==> config.mk <==
export PLATFORM = sky130hd
export DESIGN_NAME = imm_packer
export DESIGN_NICKNAME = d
export VERILOG_FILES = /design/src/rtl/imm_packer.sv
export SDC_FILE = /design/constraint.sdc
export NUM_CORES = 1
export LEC_CHECK = 0
export ABC_AREA = 1
export BUFFER_PORTS_ARGS = -buffer_cell sky130_fd_sc_hd__buf_2
export CAP_MARGIN = 0
export CELL_PAD_IN_SITES_DETAIL_PLACEMENT = 1
export CELL_PAD_IN_SITES_GLOBAL_PLACEMENT = 1
export CORE_UTILIZATION = 33
export CTS_CLUSTER_SIZE = 40
export DETAILED_ROUTE_END_ITERATION = 6
export GPL_TIMING_DRIVEN = 1
export PLACE_DENSITY_LB_ADDON = 0.08
export SKIP_LAST_GASP = 1
export SYNTH_ARGS = -nofsm -noshare
export SYNTH_HDL_FRONTEND = slang
export SYNTH_SLANG_ARGS = --single-unit
==> constraint.sdc <==
create_clock -name clk -period 2.2 [get_ports clk]
set_input_delay 0.44 -clock clk [delete_from_list [all_inputs] [get_ports clk]]
set_output_delay 0.44 -clock clk [all_outputs]
set_load 0.02 [all_outputs]
==> src/rtl/imm_packer.sv <==
// imm_packer: range-checks a 32-bit immediate against the selected format,
// packs it into Instr[19:0], and streams finished instruction words to
// instruction memory at a self-incrementing address within a load session.
// Ports:
//   clk, reset                 - clock (rising edge), async active-high reset
//   start, base_addr           - open a session at base_addr, clear word_count
//   in_valid/in_ready          - request handshake
//   in_hi, in_mid, in_sel,
//   in_value                   - Instr[31:20], Instr[19:15] (format 01),
//                                format select, extended immediate value
//   mem_we/mem_ready           - write handshake; mem_addr/mem_wdata payload
//   err_pulse, err_code        - reject pulse and sticky reason code
//   word_count, full           - words written this session, session full
module imm_packer #(
  parameter int unsigned ADDR_W = 10,
  parameter int unsigned DEPTH  = 1024
) (
  input  logic              clk,
  input  logic              reset,
  input  logic              start,
  input  logic [ADDR_W-1:0] base_addr,
  input  logic              in_valid,
  output logic              in_ready,
  input  logic [11:0]       in_hi,
  input  logic [4:0]        in_mid,
  input  logic [1:0]        in_sel,
  input  logic [31:0]       in_value,
  output logic              mem_we,
  output logic [ADDR_W-1:0] mem_addr,
  output logic [31:0]       mem_wdata,
  input  logic              mem_ready,
  output logic              err_pulse,
  output logic [1:0]        err_code,
  output logic [ADDR_W:0]   word_count,
  output logic              full
);

  localparam int unsigned CNT_W = ADDR_W + 1;

  typedef enum logic [1:0] {
    IDLE = 2'd0,
    RUN  = 2'd1,
    FULL = 2'd2
  } state_e;

  state_e            state_q, state_d;
  logic [ADDR_W-1:0] base_q, base_d;
  logic [ADDR_W-1:0] mem_addr_q, mem_addr_d;
  logic [CNT_W-1:0]  count_q, count_d;
  logic              mem_we_q, mem_we_d;
  logic [31:0]       wdata_q, wdata_d;
  logic              err_pulse_q, err_pulse_d;
  logic [1:0]        err_code_q, err_code_d;
  logic              full_q, full_d;

  logic [1:0]        enc_code;
  logic [19:0]       enc_field;
  logic              accept;
  logic              wr_hs;

  // Output slot is free when empty or draining this cycle; start blocks accepts.
  assign in_ready = (state_q == RUN) && !start && (!mem_we_q || mem_ready);
  assign accept   = in_valid && in_ready;
  assign wr_hs    = mem_we_q && mem_ready;

  // Range check and field packing; enc_code 00 means the value is encodable.
  always_comb begin
    enc_code  = 2'b00;
    enc_field = '0;
    case (in_sel)
      2'b00: begin
        if (in_value[31:20] != '0) enc_code = 2'b01;
        else                       enc_field = in_value[19:0];
      end
      2'b01: begin
        if (in_value[31:15] != '0) enc_code = 2'b01;
        else                       enc_field = {in_mid, in_value[14:0]};
      end
      2'b10: begin
        // Alignment is reported ahead of range.
        if (in_value[1:0] != 2'b00)                    enc_code = 2'b10;
        else if (in_value[31:21] != {11{in_value[21]}}) enc_code = 2'b01;
        else                                           enc_field = in_value[21:2];
      end
      default: enc_code = 2'b11;
    endcase
  end

  // Next-state and output-register logic.
  always_comb begin
    state_d     = state_q;
    base_d      = base_q;
    count_d     = count_q;
    mem_we_d    = mem_we_q;
    mem_addr_d  = mem_addr_q;
    wdata_d     = wdata_q;
    err_pulse_d = 1'b0;
    err_code_d  = err_code_q;

    if (start) begin
      // Start overrides everything: pending word dropped, handshake not counted.
      state_d    = RUN;
      base_d     = base_addr;
      count_d    = '0;
      mem_we_d   = 1'b0;
      mem_addr_d = base_addr;
    end else begin
      if (wr_hs) begin
        count_d  = count_q + CNT_W'(1);
        mem_we_d = 1'b0;
        if ((state_q == RUN) && (count_d == CNT_W'(DEPTH))) state_d = FULL;
      end
      if (accept) begin
        if (enc_code == 2'b00) begin
          mem_we_d   = 1'b1;
          wdata_d    = {in_hi, enc_field};
          // count_d already includes a same-cycle handshake, so no bubble.
          mem_addr_d = base_q + count_d[ADDR_W-1:0];
        end else begin
          err_pulse_d = 1'b1;
          err_code_d  = enc_code;
        end
      end
    end

    full_d = (count_d == CNT_W'(DEPTH));
  end

  always_ff @(posedge clk or posedge reset) begin
    if (reset) begin
      state_q     <= IDLE;
      base_q      <= '0;
      count_q     <= '0;
      mem_we_q    <= 1'b0;
      mem_addr_q  <= '0;
      wdata_q     <= '0;
      err_pulse_q <= 1'b0;
      err_code_q  <= 2'b00;
      full_q      <= 1'b0;
    end else begin
      state_q     <= state_d;
      base_q      <= base_d;
      count_q     <= count_d;
      mem_we_q    <= mem_we_d;
      mem_addr_q  <= mem_addr_d;
      wdata_q     <= wdata_d;
      err_pulse_q <= err_pulse_d;
      err_code_q  <= err_code_d;
      full_q      <= full_d;
    end
  end

  assign mem_we     = mem_we_q;
  assign mem_addr   = mem_addr_q;
  assign mem_wdata  = wdata_q;
  assign err_pulse  = err_pulse_q;
  assign err_code   = err_code_q;
  assign word_count = count_q;
  assign full       = full_q;

endmodule

==> results.cfg, run 1 <==
[yosys]
synth_top_area_cell = dfrtp_1
synth.cell_area_sq_mm = 0.00412
synth-async-reset-ratio_pct = 100
ys_types = 35
synthTopCellsByArea = dfrtp_1 (43%), nand2_1 (21%), inv_1 (6.5%), nand3_1 (5.6%), o21ai_0 (4.0%)
synthCells = 581
seq_area_frac_synth_pct = 42.5
avgSynthCellArea_sq_um = 7.09
yosysTopAreaCellShare_pct = 42.5
synth_nets = 660
yosysMostFrequentCell = nand2_1
synth_edf_count = 0
synth_seq_cells = 70
synth_flop_cell = dfrtp_1
ys_warn_count = 0
ys_top_cells_by_count = nand2_1 (227), inv_1 (71), dfrtp_1 (70)

[global_route]
grt_pass1_wl_um = 22900
antenna_found_initial = 0
grt_usage_pct = 22.8
grt_max_degree = 33
grt_pass1_vias = 4758
overflow = 0

[route]
first_pass_iters = 6
wire_per_inst_um = 15.1
routed_wl_um = 14100
num_vias = 4440
drt_iter0_drc = 139
drt-vias-per-instance = 4.74
postRouteAntennaNets = 0
drcViolationCount = 0

[placed_design]
port_buffers = 124
placed_cells = 909
place_hpwl_um = 10500
place_congestion = 0.921
placed_cell_area_sq_mm = 0.00531

[layout]
syn_to_final_growth_pct = 46.8
drive_gt1_share_pct = 37.1
layout.nets = 843
instances_no_fill = 937
final_area_sq_mm = 0.00605
diodes = 0
n_fill_cell = 1561

[clock_tree]
clockRootBuffer = clkbuf_16
clk_path_buf_depth = 2
numCtsBuffers = 9
clk-insertion-delay-late_ns = 0.35
cts-hold-fix-buffers = 0
cts.htree.levels = 3
cts_tree = done
clkTransAtPathRegs_ns = 0.06
clkSinkCount = 70

[floorplan]
start_util_pct = 34.0
fp-row-count = 40
dieArea_sq_mm = 0.0129
ios = 125
core_sq_mm = 0.0121
die_h_um = 114
die_w_um = 114

[worst_hold_path]
hold_path.class = in2async

[critical_path]
required_ns = 2.44
arrival_ns = 2.59
crit_type = reg2reg
cp-end-kind = register
critPathLaunchType = register
cp_max_fo = 9

[timing]
fin_ws_ns = -0.149
rsz0062_at_grt = yes
hold_viol = 0
finalSetupTns_ns = -0.667
fin_crit_sh_pct = 107
slew_headroom_pct = 57.1
tightest_slew_ns = 0.642
final.min_clock_period_ns = 2.35
setup_viol = 7
max_freq_ghz = 0.426
slew_viol_final = 0
finalClockSkew_ns = 0.0101

[run_status]
violations = negative setup slack
status = finished, violations left

[power_and_ir_drop]
peakVddDrop_mv = 0.378
power_leakage_nw = 3.36
powerDensity_mw_per_mm2 = 579

[run]
maxCapViolations = 0
cells by family (layout without fill, tap and decap cells):
logic type,count (synthesis),in the layout,synth area share (%)
buffers and inverters,91,279,9.11
and+or+nand+nor,341,341,34.8
xor gates and xnor gates,9,9,1.91
adders and majority gates,13,13,4.13
DFF,70,70,42.5
AOI/OAI and AO/OA,57,57,7.56
state kept, by name, summed over array words and instances (netlist names):
register	cells
base_q	10
err_code	2
err_pulse	1
full	1
mem_addr	10
mem_wdata	32
mem_we	1
state_q	2
word_count	11
repair_timing:
item	in CTS	in global routing
buffers inserted	7	5
setup endpoints to repair	8	8
resized for setup	57	29
cloned	0	0
pin swaps	29	16
cell type report:
cell class,instances,area (sq um),share of cell area (%)
clock buffer,10,229,3.79
clock inverter,6,38.8,0.641
inverter,73,284,4.70
multi-input combinational,420,2360,39.1
sequential,70,1760,29.1
tap,168,210,3.48
timing repair buffer,190,1160,19.2
worst paths after layout:
path                       slack (ns)       endpoint  depth (start not counted)     startpoint
max                             -0.15    mem_addr[6]                         14         mem_we
min                              0.18   mem_wdata[5]                          2          reset
max reg2reg                     -0.15    mem_addr[6]                         14         mem_we
min reg2reg                      0.47  mem_wdata[20]                          2  mem_wdata[20]
max in group asynchronous        1.42  mem_wdata[20]                          3          reset
min in group clk                 0.29  mem_wdata[20]                          3       in_hi[0]
where the power goes:
| group | internal [mW] | leakage (nW) | switching (mW) |
|---|---|---|---|
| clock | 0.759 | 0.128 | 0.597 |
| sequential | 1.39 | 0.910 | 0.0658 |
| combinational | 0.281 | 2.33 | 0.413 |
| total | 2.43 | 3.36 | 1.08 |
routing by layer:
metal	global-route usage (%)	up-vias	part of all wire [%]
met2	41.4	95	51
met4	10.3	0	2.8
met3	4.04	30	3.8
li1	-	2190	-
met5	0	-	0
met1	26.1	2125	42
through the flow:
step / power (mW) / setup WS, ns / util, % / hold slack, ns
floorplan: 1.81 / -0.114 / - / 0.442
global placement: 2.08 / -0.229 / 43.8 / 0.454
detailed placement: 2.09 / -0.272 / 43.8 / 0.461
CTS: 3.52 / -0.109 / 48.6 / 0.184
global route: 3.67 / -0.281 / 49.9 / 0.242
finish: 3.50 / -0.149 / 49.9 / 0.176
critical path, stage by stage, from the launching register on:
cell      delay [ns]
dfrtp_2         0.43
nand2_4         0.12
clkinv_2        0.17
buf_4           0.21
nand3_1         0.08
nand2_1         0.05
inv_1           0.16
ha_4            0.24
buf_4           0.13
buf_4           0.13
or2_2           0.28
nand3_1         0.08
nand2_1         0.07
nand2_1         0.06
nand2_1         0.04
cells in the final DEF (no fill, tap or decap), types with 2 or more instances in the layout:
cell type | netlist | final
nand2_1 | 227 | 217
buf_2 | 3 | 124
dfrtp_1 | 70 | 65
inv_1 | 71 | 62
buf_4 | 4 | 58
nand3_1 | 46 | 40
nor2_1 | 41 | 37
o21ai_0 | 33 | 24
nand2_2 | 4 | 11
ha_4 | 0 | 10
clkbuf_16 | 0 | 9
nand3_2 | 2 | 7
inv_2 | 1 | 7
nand4_1 | 6 | 6
buf_6 | 2 | 6
a21oi_1 | 11 | 5
o22ai_1 | 5 | 5
dfrtp_2 | 0 | 5
nor3_1 | 4 | 4
o21ai_1 | 0 | 4
a21oi_2 | 0 | 4
clkinv_2 | 0 | 4
nor2_2 | 2 | 3
xor2_1 | 5 | 3
xnor2_2 | 0 | 3
nor2_4 | 0 | 3
nand2_4 | 0 | 3
o211ai_1 | 3 | 3
o21ai_2 | 0 | 3
clkinvlp_4 | 0 | 3
and2_1 | 2 | 2
nand3b_1 | 2 | 2
a21oi_4 | 0 | 2
o21ai_4 | 0 | 2
o21bai_4 | 0 | 2
inv_4 | 0 | 2
xor2_2 | 0 | 2
or2_2 | 2 | 2
buf_12 | 0 | 2
Note: power is estimated with default switching activity, not from simulation.
==> run 2: changes to the inputs <==
--- a/config.mk
+++ b/config.mk
@@ -10,7 +10,7 @@
 export CAP_MARGIN = 0
 export CELL_PAD_IN_SITES_DETAIL_PLACEMENT = 1
 export CELL_PAD_IN_SITES_GLOBAL_PLACEMENT = 1
-export CORE_UTILIZATION = 33
+export CORE_UTILIZATION = 39
 export CTS_CLUSTER_SIZE = 40
 export DETAILED_ROUTE_END_ITERATION = 6
 export GPL_TIMING_DRIVEN = 1
==> constraint.sdc (replaced) <==
create_clock -name clk -period 3 [get_ports clk]
set_input_delay 0.6 -clock clk [delete_from_list [all_inputs] [get_ports clk]]
set_output_delay 0.6 -clock clk [all_outputs]
set_load 0.02 [all_outputs]
==> results.cfg, run 2 (synthesis gave the netlist of run 1 again) <==
[critical_path]
path_cells = ha_2, nand2_1, inv_1, nand2_1, nand2_1, o21ai_0, buf_4, a21boi_1, ha_1, nand2_1, inv_1, nand4_1, o211ai_1, or2_2, nand3_1, nand2_1, nand2_1, nand2_1
slowest_stage = dfrtp_1
reg2reg_slack_ns = 0.31
rr_startpoint = word_count[1]
cp-startpoint = word_count[1]
crit_family = simple AND/OR/NAND/NOR gates
crit_type = reg2reg
cp_max_fo = 5
cp-end-kind = register
crit_top_cell = nand2_1
critPathMaxStageDelay_ns = 0.43
arrival_ns = 2.94
required_ns = 3.25
crit_buf_inv = 3
critPathLaunchType = register

[clock_tree]
clockRootBuffer = clkbuf_8
cts_resized = 0
cts_tree = done
cts_setup_buffers = 0
cts-hold-fix-buffers = 0
clk-insertion-delay-late_ns = 0.35
clkTransAtPathRegs_ns = 0.08
cts.htree.levels = 3
clk_path_buf_depth = 2
numCtsBuffers = 9
clkSinkCount = 70

[layout]
layout_commonest_cell = nand2_1
largest_reg_flops = 32
layout.nets = 792
final_cell_mix = nand2_1 (227), buf_2 (124), inv_1 (70), dfrtp_1 (69), nand3_1 (46)
n_fill_cell = 1393
seq_area_sq_mm = 0.00175
final_area_sq_mm = 0.00517
drive_gt1_share_pct = 23.7
multi_input_area_sq_mm = 0.00199
instances_no_fill = 854
diodes = 0
syn_to_final_growth_pct = 25.5

[placed_design]
placed_cells = 838
place_hpwl_um = 9460
placed_cell_area_sq_mm = 0.00493
port_buffers = 124
place_congestion = 0.830

[route]
routed_wl_um = 12300
num_vias = 4152
postRouteAntennaNets = 0
first_pass_iters = 6
drt_iter0_drc = 155
wire_per_inst_um = 14.4
drcViolationCount = 0
drt-vias-per-instance = 4.86

[power_and_ir_drop]
power_frac_seq_pct = 44.4
p_int_mw = 1.69
comb_power_share_pct = 17.7
peakVddDrop_mv = 0.224
powerDensity_mw_per_mm2 = 461
p_sw_share_pct = 29.2
p_sw_uw = 697
power_leakage_nw = 3.06
pwr-share-clk_pct = 37.9

[timing]
max_freq_ghz = 0.371
fin_crit_sh_pct = 89.8
finalClockSkew_ns = 0.00928
rsz0062_at_grt = no
finalSetupTns_ns = 0
final.min_clock_period_ns = 2.69
setup_viol = 0
slew_viol_final = 0
hold_viol = 0
slew_headroom_pct = 56.0
tightest_slew_ns = 0.658

[global_route]
grt_pass1_vias = 4334
overflow = 0
grt_usage_pct = 23.7
grt_pass1_wl_um = 20500
grt_max_degree = 29
antenna_found_initial = 1

[floorplan]
ios = 125
core_sq_mm = 0.0103
fp-row-count = 37
die_w_um = 105
die_h_um = 105
dieArea_sq_mm = 0.0110
start_util_pct = 40.1

[worst_hold_path]
hold_path.class = in2async

[run_status]
status = completed

[run]
maxCapViolations = 0
## run 2: changes by cell type in the layout (fill, tap and decap cells not counted), moves of 7 or more
cell and delta:
nand2_1 +10, nand2_2 -7, clkbuf_8 +11, clkbuf_16 -9
o21ai_0 +9, inv_1 +8, ha_1 +10, ha_4 -10
buf_4 -44
## run 2: final timing paths
path	end	depth (start not counted)
setup / recovery	mem_addr[6]	18
hold / removal	mem_wdata[21]	2
setup reg to reg	mem_addr[6]	18
hold reg to reg	mem_wdata[21]	2
max in group asynchronous	word_count[0]	3
min in group clk	mem_wdata[21]	3
## run 2: area by class of cell
type / count / share of cell area (%)
flip-flops and latches: 70 / 33.9
well taps: 136 / 3.29
inverters: 73 / 5.30
clock buffers: 12 / 3.00
clock inverters: 4 / 1.50
multi-input cells: 420 / 38.6
repair buffers: 139 / 14.4
## run 2: layer usage
| metal | vias up | track usage (%) | part of all wire (%) |
|---|---|---|---|
| met5 | - | 0 | 0.081 |
| met4 | 2 | 8.55 | 1.6 |
| met3 | 15 | 5.05 | 4.0 |
| met2 | 76 | 41.9 | 50 |
| met1 | 1979 | 28.2 | 44 |
| li1 | 2080 | - | - |
## run 2: per-stage QoR
| step | hold WS (ns) | total power [mW] | utilization (%) | setup WS (ns) |
|---|---|---|---|---|
| after floorplan | 0.442 | 1.32 | - | 0.466 |
| after global placement | 0.454 | 1.49 | 48.0 | 0.232 |
| after detailed placement | 0.460 | 1.50 | 48.0 | 0.151 |
| after CTS | 0.260 | 2.41 | 50.3 | 0.140 |
| after global routing | 0.286 | 2.49 | 50.3 | 0.0744 |
| final | 0.260 | 2.38 | 50.3 | 0.306 |
## run 2: power groups by stage
stage	clock network, mW	logic (mW)	registers (mW)
final	0.903	0.422	1.06
after global placement	0	0.417	1.07
after detailed placement	0	0.426	1.08
after global routing	0.954	0.471	1.07
after CTS	0.918	0.429	1.06
after floorplan	0	0.174	1.15
